<file path="config.mk">
export PLATFORM = sky130hd
export DESIGN_NAME = hazard_ctrl_unit
export DESIGN_NICKNAME = d
export VERILOG_FILES = /design/src/rtl/hazard_pkg.sv /design/src/rtl/hazard_match.sv /design/src/rtl/hazard_ctrl_unit.sv
export SDC_FILE = /design/constraint.sdc
export NUM_CORES = 1
export LEC_CHECK = 0
export ABC_AREA = 1
export ABC_CLOCK_PERIOD_IN_PS = 2400
export CAP_MARGIN = 20
export CELL_PAD_IN_SITES_DETAIL_PLACEMENT = 0
export CELL_PAD_IN_SITES_GLOBAL_PLACEMENT = 1
export CORE_ASPECT_RATIO = 1.2
export CORE_MARGIN = 2
export CORE_UTILIZATION = 38
export DETAILED_ROUTE_END_ITERATION = 16
export GPL_TIMING_DRIVEN = 0
export PLACE_DENSITY = 0.86
export RECOVER_POWER = 25
export SLEW_MARGIN = 5
export SYNTH_ARGS = -nofsm -noshare
export SYNTH_HDL_FRONTEND = slang
export SYNTH_HIERARCHICAL = 1
export SYNTH_SLANG_ARGS = --single-unit
</file>
<file path="constraint.sdc">
create_clock -name clk -period 2.4 [get_ports clk]
set_input_delay 0.24 -clock clk [delete_from_list [all_inputs] [get_ports clk]]
set_output_delay 0.24 -clock clk [all_outputs]
set_load 0.05 [all_outputs]
</file>
<file path="src/rtl/hazard_pkg.sv">
// Shared types for the pipeline hazard controller: FSM states, the debug
// hazard-cause encoding and the bundle of pipeline control outputs.
package hazard_pkg;

  typedef enum logic {
    HZ_RUN    = 1'b0,
    HZ_FREEZE = 1'b1
  } hz_state_t;

  localparam int unsigned REG_ZERO = 0;

  typedef enum logic [2:0] {
    CAUSE_NONE     = 3'd0,
    CAUSE_LOAD_USE = 3'd1,
    CAUSE_BR_EX    = 3'd2,
    CAUSE_BR_MEM   = 3'd3,
    CAUSE_FLUSH    = 3'd4,
    CAUSE_FREEZE   = 3'd5
  } hz_cause_t;

  typedef struct packed {
    logic pc_stall;
    logic if_id_stall;
    logic id_ex_bubble;
    logic if_id_flush;
    logic pipe_freeze;
  } hz_ctrl_t;

  // Single place that defines what each winning cause does to the pipeline.
  function automatic hz_ctrl_t cause_to_ctrl(input hz_cause_t cause);
    hz_ctrl_t ctrl;
    ctrl = '0;
    case (cause)
      CAUSE_FREEZE: begin
        ctrl.pc_stall    = 1'b1;
        ctrl.if_id_stall = 1'b1;
        ctrl.pipe_freeze = 1'b1;
      end
      CAUSE_LOAD_USE, CAUSE_BR_EX, CAUSE_BR_MEM: begin
        ctrl.pc_stall     = 1'b1;
        ctrl.if_id_stall  = 1'b1;
        ctrl.id_ex_bubble = 1'b1;
      end
      CAUSE_FLUSH: ctrl.if_id_flush = 1'b1;
      default:     ctrl = '0;
    endcase
    return ctrl;
  endfunction

endpackage

</file>
<file path="src/rtl/hazard_match.sv">
// Register dependency comparator: does a producer destination feed an operand
// actually read by the instruction in ID, optionally ignoring register 0.
module hazard_match
  import hazard_pkg::*;
#(
  parameter int REG_AW          = 5,
  parameter bit ZERO_REG_FILTER = 1'b1
) (
  input  logic [REG_AW-1:0] dst,
  input  logic [REG_AW-1:0] rs,
  input  logic [REG_AW-1:0] rt,
  input  logic              use_rs,
  input  logic              use_rt,
  output logic              hit
);

  logic raw_hit;

  // NOTE: every signal assigned in always_comb gets a value on every path,
  // otherwise synthesis infers a latch.
  always_comb begin
    // The use flag gates each compare so an unused (possibly X) field is inert.
    raw_hit = ((dst == rs) && use_rs) || ((dst == rt) && use_rt);
    hit     = raw_hit;
    if (ZERO_REG_FILTER && (dst == REG_AW'(REG_ZERO))) begin
      hit = 1'b0;
    end
  end

endmodule

</file>
<file path="src/rtl/hazard_ctrl_unit.sv">
// Prioritised hazard controller for the 5-stage core: memory freeze, load-use
// and branch-in-ID stalls, taken-branch flush, plus saturating event counters.
module hazard_ctrl_unit
  import hazard_pkg::*;
#(
  parameter int REG_AW          = 5,
  parameter int CNT_W           = 16,
  parameter bit BRANCH_IN_ID    = 1'b1,
  parameter bit ZERO_REG_FILTER = 1'b1
) (
  input  logic              clk,
  input  logic              rst_n,
  input  logic [REG_AW-1:0] if_id_rs,
  input  logic [REG_AW-1:0] if_id_rt,
  input  logic              if_id_use_rs,
  input  logic              if_id_use_rt,
  input  logic              id_branch,
  input  logic              id_branch_taken,
  input  logic              id_ex_mem_read,
  input  logic              id_ex_reg_write,
  input  logic [REG_AW-1:0] id_ex_dst,
  input  logic              ex_mem_mem_read,
  input  logic [REG_AW-1:0] ex_mem_dst,
  input  logic              mem_req,
  input  logic              mem_ready,
  output logic              pc_stall,
  output logic              if_id_stall,
  output logic              id_ex_bubble,
  output logic              if_id_flush,
  output logic              pipe_freeze,
  output logic [CNT_W-1:0]  stall_cnt,
  output logic [CNT_W-1:0]  freeze_cnt,
  output logic [CNT_W-1:0]  flush_cnt
);

  logic      hit_lu, hit_bex, hit_bmem;
  logic      h_lu, h_bex, h_bmem;
  logic      freeze;
  hz_state_t state_q, state_d;
  hz_cause_t cause;
  hz_ctrl_t  ctrl;

  logic [CNT_W-1:0] stall_cnt_q, stall_cnt_d;
  logic [CNT_W-1:0] freeze_cnt_q, freeze_cnt_d;
  logic [CNT_W-1:0] flush_cnt_q, flush_cnt_d;

  hazard_match #(.REG_AW(REG_AW), .ZERO_REG_FILTER(ZERO_REG_FILTER)) u_match_lu (
    .dst    (id_ex_dst),
    .rs     (if_id_rs),
    .rt     (if_id_rt),
    .use_rs (if_id_use_rs),
    .use_rt (if_id_use_rt),
    .hit    (hit_lu)
  );

  hazard_match #(.REG_AW(REG_AW), .ZERO_REG_FILTER(ZERO_REG_FILTER)) u_match_bex (
    .dst    (id_ex_dst),
    .rs     (if_id_rs),
    .rt     (if_id_rt),
    .use_rs (if_id_use_rs),
    .use_rt (if_id_use_rt),
    .hit    (hit_bex)
  );

  hazard_match #(.REG_AW(REG_AW), .ZERO_REG_FILTER(ZERO_REG_FILTER)) u_match_bmem (
    .dst    (ex_mem_dst),
    .rs     (if_id_rs),
    .rt     (if_id_rt),
    .use_rs (if_id_use_rs),
    .use_rt (if_id_use_rt),
    .hit    (hit_bmem)
  );

  assign h_lu   = id_ex_mem_read && hit_lu;
  assign h_bex  = BRANCH_IN_ID && id_branch && id_ex_reg_write && hit_bex;
  assign h_bmem = BRANCH_IN_ID && id_branch && ex_mem_mem_read && hit_bmem;

  // Memory-wait FSM. The freeze is Mealy so the request cycle itself holds.
  always_comb begin
    state_d = state_q;
    freeze  = 1'b0;
    case (state_q)
      HZ_RUN: begin
        if (mem_req && !mem_ready) begin
          state_d = HZ_FREEZE;
          freeze  = 1'b1;
        end
      end
      HZ_FREEZE: begin
        if (mem_ready) begin
          state_d = HZ_RUN;
        end else begin
          freeze = 1'b1;
        end
      end
      default: state_d = HZ_RUN;
    endcase
  end

  // Priority select; reset forces every control low regardless of inputs.
  always_comb begin
    cause = CAUSE_NONE;
    if (!rst_n) begin
      cause = CAUSE_NONE;
    end else if (freeze) begin
      cause = CAUSE_FREEZE;
    end else if (h_lu) begin
      cause = CAUSE_LOAD_USE;
    end else if (h_bex) begin
      cause = CAUSE_BR_EX;
    end else if (h_bmem) begin
      cause = CAUSE_BR_MEM;
    end else if (id_branch && id_branch_taken) begin
      cause = CAUSE_FLUSH;
    end
  end

  assign ctrl         = cause_to_ctrl(cause);
  assign pc_stall     = ctrl.pc_stall;
  assign if_id_stall  = ctrl.if_id_stall;
  assign id_ex_bubble = ctrl.id_ex_bubble;
  assign if_id_flush  = ctrl.if_id_flush;
  assign pipe_freeze  = ctrl.pipe_freeze;

  function automatic logic [CNT_W-1:0] sat_inc(input logic [CNT_W-1:0] value,
                                               input logic            en);
    return (en && (value != '1)) ? value + CNT_W'(1) : value;
  endfunction

  always_comb begin
    stall_cnt_d  = sat_inc(stall_cnt_q, ctrl.id_ex_bubble);
    freeze_cnt_d = sat_inc(freeze_cnt_q, ctrl.pipe_freeze);
    flush_cnt_d  = sat_inc(flush_cnt_q, ctrl.if_id_flush);
  end

  // NOTE: sequential state uses non-blocking assignments so every flop samples
  // pre-edge values; only the FSM and the counters carry state here, and all of
  // them are reset because software reads the counters directly.
  always_ff @(posedge clk or negedge rst_n) begin
    if (!rst_n) begin
      state_q      <= HZ_RUN;
      stall_cnt_q  <= '0;
      freeze_cnt_q <= '0;
      flush_cnt_q  <= '0;
    end else begin
      state_q      <= state_d;
      stall_cnt_q  <= stall_cnt_d;
      freeze_cnt_q <= freeze_cnt_d;
      flush_cnt_q  <= flush_cnt_d;
    end
  end

  assign stall_cnt  = stall_cnt_q;
  assign freeze_cnt = freeze_cnt_q;
  assign flush_cnt  = flush_cnt_q;

endmodule

</file>
==> results.toml, run 1 <==
[outcome]
status = "finished, final reports clean"

[critical_path]
cp_max_fo = 4
crit_slowest_cell = "clkdlybuf4s50_1"
rr_startpoint = "flush_cnt[0]$_DFFE_PN0P_"
worstSetupEndpointType = "output port"
slowest_delay_ps = 500
r2r_cells = 9
r2r_end = "flush_cnt[15]$_DFFE_PN0P_"
crit_chain = "clkdlybuf4s50_1 > nand2_1 > nor2_1 > nand3_1 > a21oi_2 > nand2_1 > nand2_1 > inv_1 > nand2_1 > nand2_2 > a21oi_4 > buf_6 > buf_8"
rrSetupSlack_ps = 590
criticalPathCategory = "in2out"
cpMostUsedCell = "nand2_1"
crit_required_ps = 2160
critical_path.startpoint_type = "primary input"
worstPathArrival_ps = 2040

[min_path]
holdPathStages = 2
holdCritStartpoint = "state_q$_DFF_PN0_"
min_to = "state_q$_DFF_PN0_"
hp-class = "reg2reg"

[timing]
min_period_over_period_pct = 95.0
finClkSkew_ps = 8.08
hold_viol_final = 0
max_slew_margin_pct = 46.5
max_slew.worst_pin.slew_ps = 799
fin_ws_ps = 119
fmax_mhz = 438
hold-worst-slack_ps = 530
setup_viol = 0
period_minus_slack_ps = 2280
slew_violations = 0

[placement]
place.detailed.hpwl_um = 7520
dp.cells = 830
place_ws_ps = -1160
io_buffers = 83
gp_congestion = 0.867

[detailed_routing]
avgViaCountPerCell = 4.71
drt-wirelength-per-cell_um = 11.8
drt-total-wl_um = 10000
vias = 3993
first_pass_iters = 4
remaining_drc_errors = 0
drtAntennaViolNets = 0
drt_iter0_drc = 149

[die]
die_w_um = 96.0
dieArea_um2 = 11000
die_y_um = 114
ioPinCount = 84
rows = 40
initial_core_util_pct = 38.8
core_um2 = 9960

[synthesis]
syn_nets = 654
synth_cells = 620
syn-mean-instance-area_um2 = 6.23
synthDistinctLibCells = 29
netlist_area_um2 = 3860
seq_area_frac_synth_pct = 31.8
synth_edf_count = 0
async_flop_share_pct = 100
yosysWarnings = 6
synth_seq_cells = 49
synthFlopType = "dfrtp_1"

[finish]
multiInputGateArea_um2 = 2270
layout.cells.non_filler = 847
area_growth_syn_to_layout_pct = 33.4
nNetsFinal = 754
regArea_um2 = 1230
fillers = 1044
drive_above_1_share_pct = 9.29
antenna_cells = 0

[grt]
grtUsageTotal_pct = 19.2
gr-total-overflow = 0
grt_start_max_net_pins = 37
antenna_found_initial = 0
grt_pass1_vias = 3753
grt_pass1_wl_um = 17000

[pwr]
p_leak_uw = 0.00264
irDropWorstVdd_uv = 321
cellPowerDensity_nw_per_um2 = 693

[clocking]
clockBufferDepth = 2
cts_max_level = 2
cts_tree = "done"
cts_made_buffers = 5
root_buffer = "clkbuf_16"
clock_latency_ps = 290
clkTransAtPathRegs_ps = 70
cts.sinks = 49

[run]
maxCapViolCount = 0
## critical path, delay by kind of cell
| kind | cells | cell delay (ps) |
|---|---|---|
| AO/OA/AOI/OAI | 2 | 360 |
| buffers and inverters | 4 | 800 |
| AND/OR/NAND/NOR | 7 | 630 |
## kinds of logic after synthesis
kind of cell | share of synthesized area, %
adder cells (fa/ha/maj) | 0.972
buffers and inverters | 10.2
AND/OR/NAND/NOR | 45.9
flip-flops | 31.8
XOR/XNOR | 6.35
AO/OA/AOI/OAI | 4.86
## cells in the final DEF, fill, tap and decap left out, drive strengths merged
cell type,count
a21oi,4
and2,1
buf,21
bufinv,1
clkbuf,8
clkdlybuf4s15,1
clkdlybuf4s50,58
clkinvlp,1
dfrtp,49
dlygate4sd2,14
dlygate4sd3,2
dlymetal6s2s,5
ha,3
inv,83
nand2,275
nand3,52
nand3b,1
nand4,12
nor2,69
nor3,9
o21ai,8
o21bai,16
xnor2,11
xor2,17
## power breakdown
part	leakage, µW	internal (µW)	switching, µW	total (µW)
logic	0.00191	551	975	1530
registers	0.000650	974	230	1200
clock network	0.0000831	521	316	837
total	0.00264	2040	1520	3570
## cell usage after synthesis, types with 2 or more instances
cell | number | area share (%)
nand3_2 | 3 | 0.78
buf_4 | 2 | 0.39
xor2_1 | 17 | 3.9
xnor2_1 | 11 | 2.5
inv_2 | 13 | 1.3
a21oi_1 | 3 | 0.39
dfrtp_1 | 49 | 32
nand4_1 | 11 | 1.8
nor2_4 | 3 | 0.87
nand2_1 | 270 | 26
nor2_1 | 63 | 6.1
nand3_1 | 48 | 6.2
nor2_2 | 3 | 0.49
nor3_1 | 9 | 1.2
o21ai_0 | 7 | 0.91
nand2_2 | 5 | 0.81
inv_1 | 70 | 6.8
buf_6 | 3 | 0.87
ha_1 | 3 | 0.97
buf_2 | 3 | 0.39
o21bai_1 | 16 | 3.1
## layout make-up
cell class                 count  area share (%)
tap                          126            3.06
sequential                    49            23.8
inverter                      83            6.05
clock inverter                 2           0.729
multi-input combinational    478            44.1
timing repair buffer          93            17.6
buffer                        10            1.94
clock buffer                   6            2.70
## routing by layer
layer | vias up | track usage (%) | wire length, µm
met2 | 78 | 33.6 | 5080
met4 | 0 | 4.57 | 117
li1 | 2107 | - | -
met1 | 1801 | 24.3 | 4400
met3 | 7 | 3.03 | 400
met5 | - | 0 | 0
## through the flow
step / area (µm²) / power (µW) / utilization [%] / TNS [ps]
floorplan: 3860 / 2190 / - / 0
global placement: 4850 / 2710 / 48.7 / -104630
detailed placement: 4860 / 2740 / 48.8 / -10160
CTS: 5080 / 3600 / 51.0 / 0
global route: 5150 / 3780 / 51.7 / -1.93
finish: 5150 / 3570 / 51.7 / 0
## what timing repair did
action,CTS,global route
setup buffers,2,5
cloned,0,0
gates resized for setup,48,12
pin swaps,2,3
endpoints found under the hold margin,17,7
setup endpoints to repair,21,4
hold buffers,1,1
## flip-flops by register name (all words and copies together), names as in the netlist
register	count
stall_cnt	16
flush_cnt	16
state_q	1
freeze_cnt	16
## worst max path at each step
stage                        startpoint                       end  slack (ps)  depth (start not counted)
final                      if_id_use_rs              id_ex_bubble         120                         13
after global routing       if_id_use_rs                  pc_stall          -2                         11
after CTS                   if_id_rs[0]               if_id_flush          20                         14
after detailed placement    if_id_rs[1]              id_ex_bubble       -1160                         15
after global placement            rst_n              id_ex_bubble       -2340                          5
after floorplan           ex_mem_dst[0]  stall_cnt[2]$_DFFE_PN0P_          90                         14
Power figures use the tool's default switching activity.
==> run 2, diff against run 1 <==
--- a/config.mk
+++ b/config.mk
@@ -11,7 +11,7 @@
 export CELL_PAD_IN_SITES_DETAIL_PLACEMENT = 0
 export CELL_PAD_IN_SITES_GLOBAL_PLACEMENT = 1
 export CORE_ASPECT_RATIO = 1.2
-export CORE_MARGIN = 2
+export CORE_MARGIN = 4
 export CORE_UTILIZATION = 38
 export DETAILED_ROUTE_END_ITERATION = 16
 export GPL_TIMING_DRIVEN = 0
==> run 2 against run 1 <==
The run now ends with max-capacitance violations, max-slew violations left. Worst hold slack worse by 4.8 ps. Count of clock-buffer cells in the layout is 1 lower. Sequential power hardly changed. Cell area is 1.0% lower. Final cell count is 0.12% lower. Global-route usage is 1.8 points lower. Clock skew is 4.4 ps higher. Via count is 0.75% higher. Clock power is 15% lower. Critical path depth is 2 lower. Critical path type unchanged. Highest routed layer unchanged.
==> results.toml, run 2 (synthesized netlist as in run 1, its figures left out) <==
[detailed_routing]
vias = 4023
drt_iter0_drc = 148
drt-total-wl_um = 10300
avgViaCountPerCell = 4.76
remaining_drc_errors = 0
drt-wirelength-per-cell_um = 12.1
drtAntennaViolNets = 0
first_pass_iters = 6

[clocking]
root_buffer = "clkbuf_16"
clock_latency_ps = 300
clockBufferDepth = 2
cts.sinks = 49
cts_made_buffers = 5
cts_max_level = 2
clkTransAtPathRegs_ps = 60
cts_tree = "done"

[die]
die_y_um = 118
initial_core_util_pct = 38.8
die_w_um = 100
dieArea_um2 = 11800
rows = 40
ioPinCount = 84
core_um2 = 9960

[pwr]
seq_power_share_pct = 34.8
combPwrFrac_pct = 44.4
internal_power_uw = 1910
power.total_uw = 3430
pwr-share-clk_pct = 20.7
swShare_pct = 44.4
switching_power_uw = 1530
p_leak_uw = 0.00262
cellPowerDensity_nw_per_um2 = 674
irDropWorstVdd_uv = 268

[timing]
setup_viol = 0
max_slew_margin_pct = -10.2
rsz0062_at_grt = "no"
max_slew.worst_pin.slew_ps = 1650
finClkSkew_ps = 12.5
slew_violations = 30
min_period_over_period_pct = 95.5
fmax_mhz = 436
hold_viol_final = 0
fin_setup_tns_ps = 0
period_minus_slack_ps = 2290

[critical_path]
crit_required_ps = 2160
worstSetupEndpointType = "output port"
setup.worst_path.start = "if_id_use_rs"
cpMostUsedCell = "nand2_1"
endpoint = "id_ex_bubble"
critical_path.startpoint_type = "primary input"
worstPathArrival_ps = 2050
crit_chain = "clkdlybuf4s50_1 > nand2_1 > nor2_1 > nand3_1 > a21oi_1 > nand2_1 > nand2_1 > nand2_1 > a21oi_4 > buf_6 > buf_8"
slowest_delay_ps = 520
crit_slowest_cell = "clkdlybuf4s50_1"
r2r_cells = 11
rr_startpoint = "freeze_cnt[0]$_DFFE_PN0P_"
criticalPathCategory = "in2out"
r2r_end = "freeze_cnt[15]$_DFFE_PN0P_"
rrSetupSlack_ps = 590
cp_max_fo = 4

[finish]
antenna_cells = 0
layout_commonest_cell = "nand2_1"
drive_above_1_share_pct = 9.31
area_growth_syn_to_layout_pct = 32.0
fillers = 1041
layout_common_cells = "nand2_1 (269), inv_1 (69), nor2_1 (60)"
nNetsFinal = 753
utilization_pct = 51.2
stdcell_area_um2 = 5100

[grt]
grt_pass1_vias = 3797
grt_pass1_wl_um = 17200
grtUsageTotal_pct = 17.3
antenna_found_initial = 0
gr-total-overflow = 0
grt_start_max_net_pins = 30

[placement]
place.detailed.hpwl_um = 7800
io_buffers = 83
post_dp_cell_area_um2 = 4860
gp_congestion = 0.839

[run]
maxCapViolCount = 1

[outcome]
status = "finished, violations left"
violations = "max-capacitance violations, max-slew violations"

[min_path]
hp-class = "reg2reg"
[run 2: changes by cell type in the layout (fill, tap and decap cells not counted), sizes merged]
| cell | delta |
|---|---|
| buf | -1 |
| bufinv | -1 |
| clkinv | +1 |
| dlygate4sd2 | -1 |
| dlygate4sd3 | -1 |
| dlymetal6s2s | +1 |
| inv | +1 |
[run 2: metrics by stage]
step / hold WS, ps / setup slack [ps] / cells
6_report: 525 / 109 / 846
5_1_grt: 577 / 12.2 / 846
4_1_cts: 58.5 / 3.33 / 842
3_5_place_dp: 281 / -1150 / 830
3_3_place_gp: 509 / -2330 / 829
2_1_floorplan: -55.6 / 89.0 / 620
[run 2: cell type report]
| class | count | area [µm²] | share of cell area, % |
|---|---|---|---|
| plain buffers | 10 | 98.8 | 1.94 |
| clock buffers | 5 | 125 | 2.45 |
| clock inverters | 3 | 21.3 | 0.417 |
| inverters | 83 | 312 | 6.11 |
| multi-input cells | 478 | 2270 | 44.6 |
| flip-flops and latches | 49 | 1230 | 24.0 |
| well taps | 126 | 158 | 3.09 |
| repair buffers | 92 | 885 | 17.3 |
[run 2: power by group through the flow]
stage | Clock [µW] | Combinational (µW) | Sequential [µW]
final | 712 | 1530 | 1200
after floorplan | 0 | 510 | 1680
after CTS | 735 | 1540 | 1200
after detailed placement | 0 | 1530 | 1220
after global routing | 763 | 1650 | 1240
after global placement | 0 | 1500 | 1210
[run 2: worst min-delay path by stage]
stage               cells after the start                 startpoint                   endpoint  slack (ps)
floorplan                               0                      rst_n   flush_cnt[0]$_DFFE_PN0P_         -60
global placement                        2          state_q$_DFF_PN0_          state_q$_DFF_PN0_         510
detailed placement                      1                      rst_n  freeze_cnt[6]$_DFFE_PN0P_         280
CTS                                     2                      rst_n   stall_cnt[0]$_DFFE_PN0P_          60
global route                            2  freeze_cnt[8]$_DFFE_PN0P_  freeze_cnt[8]$_DFFE_PN0P_         580
finish                                  2          state_q$_DFF_PN0_          state_q$_DFF_PN0_         520
[run 2: worst max-delay path: cells and delay by family]
kind                   cells  cell delay [ps]
AOI/OAI and AO/OA          2              370
buffers and inverters      3              800
and+or+nand+nor            6              640
[run 2: repair_timing]
| action | 4_1_cts | 5_1_grt |
|---|---|---|
| pin swaps | 3 | 2 |
| buffers inserted | 3 | 4 |
| resized for setup | 48 | 12 |
| hold buffers | 1 | 0 |
| hold endpoints to repair | 20 | 0 |
| endpoints found under the setup margin | 17 | 4 |
[run 2: per-layer routing]
metal	wire [µm]	up-vias	global-route usage (%)	share of wire [%]
met5	0	-	0	0
met4	114	0	3.88	1.1
met3	359	9	2.36	3.5
met2	5220	77	31.8	51
met1	4560	1837	21.2	44
li1	-	2100	-	-
==> run 3, diff against run 2 <==
--- a/config.mk
+++ b/config.mk
@@ -11,7 +11,6 @@
 export CELL_PAD_IN_SITES_DETAIL_PLACEMENT = 0
 export CELL_PAD_IN_SITES_GLOBAL_PLACEMENT = 1
 export CORE_ASPECT_RATIO = 1.2
-export CORE_MARGIN = 4
 export CORE_UTILIZATION = 38
 export DETAILED_ROUTE_END_ITERATION = 16
 export GPL_TIMING_DRIVEN = 0
==> run 3 against run 2 <==
Cell area down 0.37%. Critical path depth unchanged. The run now ends clean. Setup slack better by 61 ps. Sequential power about the same. Via count down 0.30%. Count of clock-buffer cells in the layout up 2. Combinational power about the same. Core utilization up 1.1 points. Largest power group unchanged. Non-clock buffer count unchanged. First-iteration DRC count down 30%. Final cell count down 0.35%. Clock power down 1%.
==> results.toml, run 3 (synthesized netlist as in run 1, its figures left out) <==
[outcome]
status = "finished, final reports clean"

[critical_path]
r2r_cells = 9
rr_startpoint = "flush_cnt[0]$_DFFE_PN0P_"
crit_slowest_cell = "clkdlybuf4s50_1"
critical_path.startpoint_type = "primary input"
criticalPathCategory = "in2out"
crit_family = "buffers and inverters"
cp.depth = 11
rrSetupSlack_ps = 560
crit_required_ps = 2160
worstSetupEndpointType = "output port"
endpoint = "id_ex_bubble"
r2r_end = "flush_cnt[7]$_DFFE_PN0P_"
slowest_delay_ps = 510
cpMostUsedCell = "nand2_1"
cp_max_fo = 5
path_buf_inv = 3
worstPathArrival_ps = 1990
setup.worst_path.start = "if_id_use_rs"
crit_chain = "clkdlybuf4s50_1 > nand2_1 > nor2_1 > nand3_1 > a21oi_1 > nand2_1 > nand2_1 > nand2_1 > a21oi_4 > buf_6 > buf_8"

[grt]
gr-total-overflow = 0
grtUsageTotal_pct = 20.6
grt_pass1_vias = 3782
grt_start_max_net_pins = 26
antenna_found_initial = 0
grt_pass1_wl_um = 17400

[detailed_routing]
drt-total-wl_um = 10200
first_pass_iters = 4
remaining_drc_errors = 0
avgViaCountPerCell = 4.76
drt_iter0_drc = 104
drtAntennaViolNets = 0
vias = 4011
drt-wirelength-per-cell_um = 12.1

[die]
ioPinCount = 84
die_w_um = 94.0
dieArea_um2 = 10600
die_y_um = 112
rows = 39
core_um2 = 9710
initial_core_util_pct = 39.8

[clocking]
clock_latency_ps = 290
cts_made_buffers = 5
clockBufferDepth = 2
root_buffer = "clkbuf_16"
cts_max_level = 2
clkTransAtPathRegs_ps = 60
cts.sinks = 49
cts_tree = "done"

[finish]
layout_common_cells = "nand2_1 (269), inv_1 (69), nor2_1 (62)"
antenna_cells = 0
nNetsFinal = 753
area_growth_syn_to_layout_pct = 31.6
utilization_pct = 52.3
drive_above_1_share_pct = 8.75
fillers = 999
layout_commonest_cell = "nand2_1"

[timing]
rsz0062_at_grt = "no"
hold_viol_final = 0
fmax_mhz = 448
period_minus_slack_ps = 2230
slew_violations = 0
min_period_over_period_pct = 92.9
fin_setup_tns_ps = 0
max_slew.worst_pin.slew_ps = 1450
setup_viol = 0
finClkSkew_ps = 7.81
max_slew_margin_pct = 3.11

[pwr]
p_leak_uw = 0.00262
cellPowerDensity_nw_per_um2 = 675
irDropWorstVdd_uv = 315

[min_path]
holdPathStages = 4
hp-class = "in2reg"

[placement]
place.detailed.hpwl_um = 7540
io_buffers = 83
gp_congestion = 0.843

[run]
maxCapViolCount = 0
run 3: worst min-delay path by stage:
| stage | from | endpoint |
|---|---|---|
| after floorplan | rst_n | flush_cnt[0]$_DFFE_PN0P_ |
| after global placement | state_q$_DFF_PN0_ | state_q$_DFF_PN0_ |
| after detailed placement | rst_n | freeze_cnt[14]$_DFFE_PN0P_ |
| after CTS | rst_n | stall_cnt[0]$_DFFE_PN0P_ |
| after global routing | rst_n | flush_cnt[7]$_DFFE_PN0P_ |
| final | rst_n | flush_cnt[7]$_DFFE_PN0P_ |
run 3: routing by layer:
metal / vias up / global-route usage [%] / part of all wire [%]
met5: - / 0 / 0
met4: 0 / 5.64 / 1.5
met3: 11 / 3.25 / 2.8
met2: 67 / 36.3 / 49
met1: 1833 / 25.8 / 47
li1: 2100 / - / -
run 3: repair_timing:
action	in CTS	in global routing
buffers inserted	2	5
pin swaps	2	4
resized for setup	47	12
hold endpoints to repair	25	0
hold buffers	2	0
setup endpoints to repair	13	4
run 3: final cells by class:
type	count	area [µm²]	share of cell area, %
repair buffers	93	895	17.6
well taps	123	154	3.03
clock inverters	1	7.51	0.148
multi-input cells	478	2270	44.7
plain buffers	9	85.1	1.67
flip-flops and latches	49	1230	24.1
inverters	83	312	6.13
clock buffers	7	133	2.61
run 3: worst register-to-register path, cell delays in order (launching register included):
cell and delay (ps):
dfrtp_1 440, ha_1 210, nand2_1 90, nor2_2 190, nand3_2 150, nor2_4 260
nor2_4 110, buf_6 160, nand2_1 70, nand2_1 50
run 3: report_power, final:
group	switching (µW)	total, µW	leakage, µW	internal, µW
Clock	317	705	0.0000641	388
Sequential	225	1200	0.000650	974
Combinational	978	1520	0.00191	546
Total	1520	3430	0.00262	1910
run 3: through the flow:
step           hold WS (ps)  setup slack (ps)  std cells  cell area (µm²)  power [µW]
3_5_place_dp            336             -1130        827             4860        2740
3_3_place_gp            509             -2400        826             4850        2710
6_report                363               170        843             5080        3430
2_1_floorplan         -55.6              89.0        620             3860        2190
5_1_grt                 409              15.6        843             5080        3650
4_1_cts                 457             -37.6        839             5060        3470
